$ cat src/rtl/nn_pkg.sv
// Shared types and arithmetic helpers for the dense layer datapath.
// Arithmetic matches the original per-neuron nodes bit for bit.
package nn_pkg;

    localparam int DW = 8;

    typedef enum logic [1:0] {
        IDLE,
        MAC,
        EMIT,
        DONE
    } state_t;

    // Signed 8x8 product truncated to its low byte, added with 8-bit wrap.
    function automatic logic [DW-1:0] mac8(
        input logic [DW-1:0] acc,
        input logic [DW-1:0] a,
        input logic [DW-1:0] w
    );
        return acc + DW'($signed(a) * $signed(w));
    endfunction

    // Negative sums (bit7 set) clamp to zero.
    function automatic logic [DW-1:0] relu8(input logic [DW-1:0] x);
        return x[DW-1] ? '0 : x;
    endfunction

endpackage

$ cat src/rtl/dense_layer_sched_if.sv
// Memory read ports and result stream of the dense layer scheduler.
// master = scheduler side, slave = memories plus downstream buffer.
interface dense_layer_sched_if #(
    parameter int A_W = 4,
    parameter int W_W = 8,
    parameter int O_W = 4
);
    import nn_pkg::*;

    logic [A_W-1:0] act_addr;
    logic [DW-1:0]  act_data;
    logic [W_W-1:0] w_addr;
    logic [DW-1:0]  w_data;
    logic [O_W-1:0] b_addr;
    logic [DW-1:0]  b_data;
    logic           out_valid;
    logic           out_ready;
    logic [O_W-1:0] out_idx;
    logic [DW-1:0]  out_data;

    modport master (
        output act_addr, w_addr, b_addr,
        output out_valid, out_idx, out_data,
        input  act_data, w_data, b_data,
        input  out_ready
    );

    modport slave (
        input  act_addr, w_addr, b_addr,
        input  out_valid, out_idx, out_data,
        output act_data, w_data, b_data,
        output out_ready
    );

endinterface

$ cat src/rtl/dense_mac8.sv
// Shared 8-bit multiply-accumulate with bias add and ReLU.
// o_relu already includes the product presented this cycle when i_en=1.
module dense_mac8
    import nn_pkg::*;
(
    input  logic          clk,
    input  logic          reset,
    input  logic          i_clr,
    input  logic          i_en,
    input  logic [DW-1:0] i_act,
    input  logic [DW-1:0] i_w,
    input  logic [DW-1:0] i_bias,
    output logic [DW-1:0] o_relu
);

    logic [DW-1:0] r_acc;
    logic [DW-1:0] w_acc_nxt;
    logic [DW-1:0] w_sum;

    // Next accumulator value: add the truncated product when enabled.
    always_comb begin
        w_acc_nxt = r_acc;
        if (i_en) begin
            w_acc_nxt = mac8(r_acc, i_act, i_w);
        end
    end

    // Bias add wraps at 8 bits before ReLU.
    always_comb begin
        w_sum  = w_acc_nxt + i_bias;
        o_relu = relu8(w_sum);
    end

    // Accumulator register, cleared at the start of every neuron.
    always_ff @(posedge clk) begin
        if (reset || i_clr) begin
            r_acc <= '0;
        end else begin
            r_acc <= w_acc_nxt;
        end
    end

endmodule

$ cat src/rtl/dense_layer_sched.sv
// Time-multiplexed scheduler for one fully-connected layer.
// Walks neurons in order, one shared MAC, results on a valid/ready stream.
module dense_layer_sched
    import nn_pkg::*;
#(
    parameter int N_IN  = 10,
    parameter int N_OUT = 16,
    parameter int A_W   = 4,
    parameter int W_W   = 8,
    parameter int O_W   = 4
) (
    input  logic clk,
    input  logic reset,
    input  logic start,
    output logic busy,
    output logic done,
    dense_layer_sched_if.master bus
);

    // Counter value of the last MAC cycle and of the last address cycle.
    localparam logic [A_W-1:0] C_LAST  = A_W'(N_IN);
    localparam logic [A_W-1:0] C_ALAST = A_W'(N_IN - 1);
    localparam logic [O_W-1:0] C_NLAST = O_W'(N_OUT - 1);

    state_t         r_state;
    logic           r_busy;
    logic           r_done;
    logic           r_valid;
    logic [O_W-1:0] r_idx;
    logic [DW-1:0]  r_data;
    logic [A_W-1:0] r_act_addr;
    logic [W_W-1:0] r_w_addr;
    logic [O_W-1:0] r_neuron;
    logic [A_W-1:0] r_cnt;

    logic           w_clr;
    logic           w_en;
    logic [DW-1:0]  w_relu;

    // Accumulator control: clear on each neuron start, add from MAC cycle 1.
    always_comb begin
        w_clr = ((r_state == IDLE) && start)
             || ((r_state == EMIT) && bus.out_ready);
        w_en  = (r_state == MAC) && (r_cnt != '0);
    end

    dense_mac8 u_mac (
        .clk    (clk),
        .reset  (reset),
        .i_clr  (w_clr),
        .i_en   (w_en),
        .i_act  (bus.act_data),
        .i_w    (bus.w_data),
        .i_bias (bus.b_data),
        .o_relu (w_relu)
    );

    // Scheduler FSM with registered outputs and address counters.
    always_ff @(posedge clk) begin
        if (reset) begin
            r_state    <= IDLE;
            r_busy     <= 1'b0;
            r_done     <= 1'b0;
            r_valid    <= 1'b0;
            r_idx      <= '0;
            r_data     <= '0;
            r_act_addr <= '0;
            r_w_addr   <= '0;
            r_neuron   <= '0;
            r_cnt      <= '0;
        end else begin
            unique case (r_state)
                IDLE: begin
                    if (start) begin
                        r_state    <= MAC;
                        r_busy     <= 1'b1;
                        r_neuron   <= '0;
                        r_cnt      <= '0;
                        r_act_addr <= '0;
                        r_w_addr   <= '0;
                    end
                end
                MAC: begin
                    r_cnt <= r_cnt + A_W'(1);
                    if (r_cnt < C_ALAST) begin
                        r_act_addr <= r_act_addr + A_W'(1);
                        r_w_addr   <= r_w_addr + W_W'(1);
                    end
                    if (r_cnt == C_LAST) begin
                        r_state <= EMIT;
                        r_valid <= 1'b1;
                        r_idx   <= r_neuron;
                        r_data  <= w_relu;
                    end
                end
                EMIT: begin
                    if (bus.out_ready) begin
                        r_valid <= 1'b0;
                        if (r_neuron == C_NLAST) begin
                            r_state <= DONE;
                            r_busy  <= 1'b0;
                            r_done  <= 1'b1;
                        end else begin
                            r_state    <= MAC;
                            r_neuron   <= r_neuron + O_W'(1);
                            r_cnt      <= '0;
                            r_act_addr <= '0;
                            // weights are laid out neuron-major, so the
                            // next neuron starts right after the last one
                            r_w_addr   <= r_w_addr + W_W'(1);
                        end
                    end
                end
                DONE: begin
                    r_done  <= 1'b0;
                    r_state <= IDLE;
                end
                default: begin
                    r_state <= IDLE;
                end
            endcase
        end
    end

    assign busy          = r_busy;
    assign done          = r_done;
    assign bus.act_addr  = r_act_addr;
    assign bus.w_addr    = r_w_addr;
    assign bus.b_addr    = r_neuron;
    assign bus.out_valid = r_valid;
    assign bus.out_idx   = r_idx;
    assign bus.out_data  = r_data;

endmodule

$ cat src/flat_wrapper.sv
// flat-port wrapper written by rule: the top's interface ports become plain ports
module dense_layer_sched_flat import nn_pkg::*;
#(
    parameter int N_IN  = 10,
    parameter int N_OUT = 16,
    parameter int A_W   = 4,
    parameter int W_W   = 8,
    parameter int O_W   = 4
)
  (clk, reset, start, busy, done, bus_act_addr, bus_w_addr, bus_b_addr, bus_out_valid, bus_out_idx, bus_out_data, bus_act_data, bus_w_data, bus_b_data, bus_out_ready);
  dense_layer_sched_if #(.A_W(A_W), .W_W(W_W), .O_W(O_W)) bus_i ();
  input  logic clk;
  input  logic reset;
  input  logic start;
  output logic busy;
  output logic done;
  output wire logic [$bits(bus_i.act_addr)-1:0] bus_act_addr;
  output wire logic [$bits(bus_i.w_addr)-1:0] bus_w_addr;
  output wire logic [$bits(bus_i.b_addr)-1:0] bus_b_addr;
  output wire logic [$bits(bus_i.out_valid)-1:0] bus_out_valid;
  output wire logic [$bits(bus_i.out_idx)-1:0] bus_out_idx;
  output wire logic [$bits(bus_i.out_data)-1:0] bus_out_data;
  input wire logic [$bits(bus_i.act_data)-1:0] bus_act_data;
  input wire logic [$bits(bus_i.w_data)-1:0] bus_w_data;
  input wire logic [$bits(bus_i.b_data)-1:0] bus_b_data;
  input wire logic [$bits(bus_i.out_ready)-1:0] bus_out_ready;
  assign bus_act_addr = bus_i.act_addr;
  assign bus_w_addr = bus_i.w_addr;
  assign bus_b_addr = bus_i.b_addr;
  assign bus_out_valid = bus_i.out_valid;
  assign bus_out_idx = bus_i.out_idx;
  assign bus_out_data = bus_i.out_data;
  assign bus_i.act_data = bus_act_data;
  assign bus_i.w_data = bus_w_data;
  assign bus_i.b_data = bus_b_data;
  assign bus_i.out_ready = bus_out_ready;
  dense_layer_sched #(.N_IN(N_IN), .N_OUT(N_OUT), .A_W(A_W), .W_W(W_W), .O_W(O_W)) u_core (.clk(clk), .reset(reset), .start(start), .busy(busy), .done(done), .bus(bus_i));
endmodule
$ cat config.mk
export PLATFORM = sky130hd
export DESIGN_NAME = dense_layer_sched_flat
export DESIGN_NICKNAME = d
export VERILOG_FILES = /design/src/rtl/nn_pkg.sv /design/src/rtl/dense_layer_sched_if.sv /design/src/rtl/dense_mac8.sv /design/src/rtl/dense_layer_sched.sv /design/src/flat_wrapper.sv
export SDC_FILE = /design/constraint.sdc
export NUM_CORES = 1
export LEC_CHECK = 0
export CAP_MARGIN = 15
export CORE_MARGIN = 8
export CORE_UTILIZATION = 40
export CTS_BUF_LIST = sky130_fd_sc_hd__clkbuf_8
export CTS_CLUSTER_DIAMETER = 30
export DETAILED_ROUTE_END_ITERATION = 10
export HOLD_SLACK_MARGIN = 0.02
export PLACE_DENSITY = 0.69
export SYNTH_ARGS = -nofsm -noshare
export SYNTH_HDL_FRONTEND = slang
export SYNTH_SLANG_ARGS = --single-unit
$ cat constraint.sdc
create_clock -name clk -period 7.1 [get_ports clk]
set_input_delay 1.42 -clock clk [delete_from_list [all_inputs] [get_ports clk]]
set_output_delay 1.42 -clock clk [all_outputs]
set_load 0.05 [all_outputs]
==> impl_metrics.tcl, run 1 <==
set metrics [dict create \
    first_pass_grt_wire_length_um 12900 \
    yosys.area.top_type "dfxtp_1" \
    cts_tree "built" \
    hold-path-endpoint "u_core.bus.out_data[0]" \
    most-common-layout-cells "clkdlybuf4s50_1 (57), nand2_1 (45), inv_1 (44), dfxtp_1 (44), ha_1 (38)" \
    netlist_instances 366 \
    layout-drive-gt1-share_pct 5.19 \
    instances_no_fill 529 \
    run_status "completed" \
    finalNetCount 508 \
    synthAdderAreaFrac_pct 25.5 \
    via_count 2622 \
    die_y_um 108 \
    min_path_cells 1 \
    antenna_found_initial 0 \
    fmaxAchievable_mhz 158 \
    timing.critical_path.arrival_ps 6510 \
    gp_congestion 0.824 \
    residual_drc_count 0 \
    design.die.area_mm2 0.0116 \
    hold_path.startpoint "u_core.bus.out_data[0]" \
    synth_fp_nets 451 \
    cellLeakagePower_uw 0.00184 \
    path_max_fanout 7 \
    p_total_uw 939 \
    wire_per_inst_um 13.8 \
    groute.usage.overall_pct 13.3 \
    final_report_setup_violation_count 0 \
    synth_enable_flop_cells 0 \
    globalRoute.totalOverflow 0 \
    synth_area_per_cell_um2 9.15 \
    cp_data_required_time_ps 7290 \
    diodes 0 \
    max_stage_delay_ps 600 \
    clock_latency_ps 300 \
    cts-hold-fix-buffers 0 \
    postRouteAntennaNets 0 \
    io_buffers 57 \
    cts-resized-gates 0 \
    hpwlAfterDp_um 5930 \
    final_core_util_pct 50.2 \
    layout.cells.most_common "clkdlybuf4s50_1" \
    flow.area_growth_from_synthesis_pct 22.4 \
    synth_compound_gate_area_share_pct 10.3 \
    synth_simple_gate_area_share_pct 17.0 \
    design.portCount 59 \
    critPathCaptureType "register" \
    timing.critical_path.max_delay_family "adder cells" \
    worst_r2r_path_depth 17 \
    finalWorstPathRequiredPeriod_ps 6320 \
    cts_setup_buffers 0 \
    async_reset_ff_share_pct 0 \
    cts-root-to-sink-buffers 2 \
    critPathLaunchType "primary input" \
    first_pass_iters 4 \
    htreeDepth 2 \
    power_per_cell_area_mw_per_mm2 229 \
    fill_cells 796 \
    timing.final.crit_share_pct 89.1 \
    finClkSkew_ps 6.96 \
    totalWireLength_um 7310 \
    cap_violations 0 \
    synth_seq_cells 44 \
    multi_input_area_mm2 0.00226 \
    synthesis.area_mm2 0.00335 \
    fp.coreArea_mm2 0.00818 \
    fraction_of_synthesized_area_in_multiplexers_pct 3.81 \
    grt_setup_unrepaired "no" \
    layout.area.seq_um2 881 \
    min_path_type "reg -> reg" \
    post_synth_xor_area_fraction_pct 10.8 \
    timing.final.hold_violations 0 \
    main_combinational_cell_family_by_area_after_synthesis "adder cells" \
    maximum_number_of_pins_on_one_net_before_global_route_repair 20 \
    maxSlewHeadroom_pct 52.6 \
    rows 33 \
    crit_chain "clkdlybuf4s50_1 -> nand2_1 -> fa_1 -> inv_1 -> fa_1 -> ha_1 -> fa_1 -> ha_1 -> ha_1 -> fa_1 -> mux2_2 -> ha_1 -> o21ai_0 -> a21oi_1 -> nand2_1 -> xnor2_1 -> xnor2_2 -> a32o_1" \
    ir_drop_mv 0.273 \
    drtIter0Drc 113 \
    r2r_start "u_core.u_mac.r_acc[4]" \
    reg2reg_slack_ps 2180 \
    ys_warn_count 0 \
    netlist_top_cells_area "dfxtp_1 (26%), ha_1 (14%), fa_1 (11%), nand2_1 (5.0%), inv_1 (4.7%)" \
    synth_cell_types 44 \
    synth_sequential_area_ratio_pct 26.3 \
    timing.critical_path.slowest_stage_cell "clkdlybuf4s50_1" \
    synth.top_cell.area_share_pct 26.3 \
    detail_route.vias_per_cell 4.96 \
    starting_density_pct 41.0 \
    crit-reg2reg-capture "u_core.bus.out_data[5]" \
    ys_dominant_reg_cell "dfxtp_1" \
    cts_buffers 5 \
    clock-sinks 44 \
    grt_pass1_vias 2817 \
    dpl.cell_count 521 \
    drv_slew 0 \
    die_x_um 108 \
    final.setup.tns_ps 0 \
    type_of_the_worst_setup_path "in -> reg" \
    max_slew.worst_pin.slew_ps 709 \
    cts.clk_slew.worst_paths_ps 80 \
    clock_tree_root_buffer_cell "clkbuf_8" \
    critical_path_buf_inv_count 2 \
]
-- worst max-delay path by stage --
stage	from	end	slack, ps	cells after the start
after floorplan	bus_act_data[3]	u_core.bus.out_data[0]	1330	17
after global placement	bus_w_data[1]	u_core.bus.out_data[0]	530	18
after detailed placement	bus_w_data[1]	u_core.bus.out_data[5]	460	18
after CTS	bus_w_data[1]	u_core.bus.out_data[5]	770	18
after global routing	bus_w_data[1]	u_core.bus.out_data[4]	460	20
final	bus_w_data[1]	u_core.bus.out_data[5]	780	18
-- worst reg2reg max path: stages (launching register included) --
cell     delay, ps
dfxtp_1        340
inv_1           70
fa_1           530
inv_1           50
fa_1           450
ha_1           320
fa_1           480
ha_1           310
ha_1           220
fa_1           430
mux2_2         290
ha_1           330
o21ai_0         90
a21oi_1        150
nand2_1         80
xnor2_1        220
xnor2_2        170
a32o_1         280
-- per-layer routing --
layer	share of wire, %	wire, um	vias to the layer above	global-route usage (%)
met2	46	3330	47	22.1
met4	1.2	85	0	3.57
li1	-	-	1311	-
met3	6.3	459	7	4.07
met1	47	3430	1257	16.1
met5	0	0	-	0
-- where the power goes --
group          switching [uW]  internal, uW
Sequential               25.1           269
Clock                    83.4          76.6
Combinational             271           214
-- through the flow --
stage | instance area (um2) | hold WS, ps | worst slack, ps
after floorplan | 3350 | 505 | 1330
after global placement | 4010 | 448 | 533
after detailed placement | 4010 | 455 | 461
after CTS | 4100 | 475 | 766
after global routing | 4100 | 507 | 463
final | 4100 | 472 | 776
-- cells by family (layout without fill, tap and decap cells) --
logic type | after synthesis | in the layout
compound gates | 48 | 48
xor+xnor | 35 | 35
fa+ha+maj | 57 | 57
buf+inv | 50 | 108
flops | 44 | 44
mux | 12 | 12
other cells | 1 | 1
simple gates | 119 | 119
-- registers in the layout (all words and copies together), names as in the netlist --
name / cells
u_core.bus.w_addr: 8
u_core.bus.b_addr: 4
u_core.bus.out_idx: 4
u_core.u_mac.r_acc: 8
u_core.r_cnt: 4
u_core.bus.out_valid: 1
u_core.bus.out_data: 7
u_core.bus.act_addr: 4
u_core.busy: 1
u_core.done: 1
u_core.r_state: 2
-- synth_stat cells (2+ instances only) --
| library cell | count |
|---|---|
| a21o_1 | 3 |
| a21oi_1 | 18 |
| a22oi_1 | 2 |
| a31o_2 | 2 |
| a32o_1 | 6 |
| and2_1 | 13 |
| and3_1 | 2 |
| buf_6 | 2 |
| clkbuf_1 | 4 |
| dfxtp_1 | 44 |
| fa_1 | 19 |
| ha_1 | 38 |
| inv_1 | 42 |
| mux2_2 | 6 |
| mux2i_1 | 6 |
| nand2_1 | 45 |
| nand2b_1 | 3 |
| nand3_1 | 5 |
| nand4_1 | 3 |
| nor2_1 | 30 |
| nor2b_1 | 9 |
| nor4_1 | 2 |
| o21ai_0 | 6 |
| o21bai_1 | 3 |
| or3_1 | 3 |
| xnor2_1 | 17 |
| xnor2_2 | 2 |
| xnor3_1 | 3 |
| xor2_1 | 13 |
-- cell type report --
class                      count  area share (%)
clock inverter                 2           0.183
inverter                      42            3.84
tap                          105            3.20
multi-input combinational    272            55.2
clock buffer                   6            2.01
timing repair buffer          58            14.1
sequential                    44            21.5
Note: power is estimated with default switching activity, not from simulation.
==> run 2: changes to the inputs <==
--- a/config.mk
+++ b/config.mk
@@ -10,6 +10,7 @@
 export CORE_UTILIZATION = 40
 export CTS_BUF_LIST = sky130_fd_sc_hd__clkbuf_8
 export CTS_CLUSTER_DIAMETER = 30
+export CTS_CLUSTER_SIZE = 28
 export DETAILED_ROUTE_END_ITERATION = 10
 export HOLD_SLACK_MARGIN = 0.02
 export PLACE_DENSITY = 0.69
==> results of run 2 <==
Same layout as run 1: the final DEF is identical, and so are final timing and power.
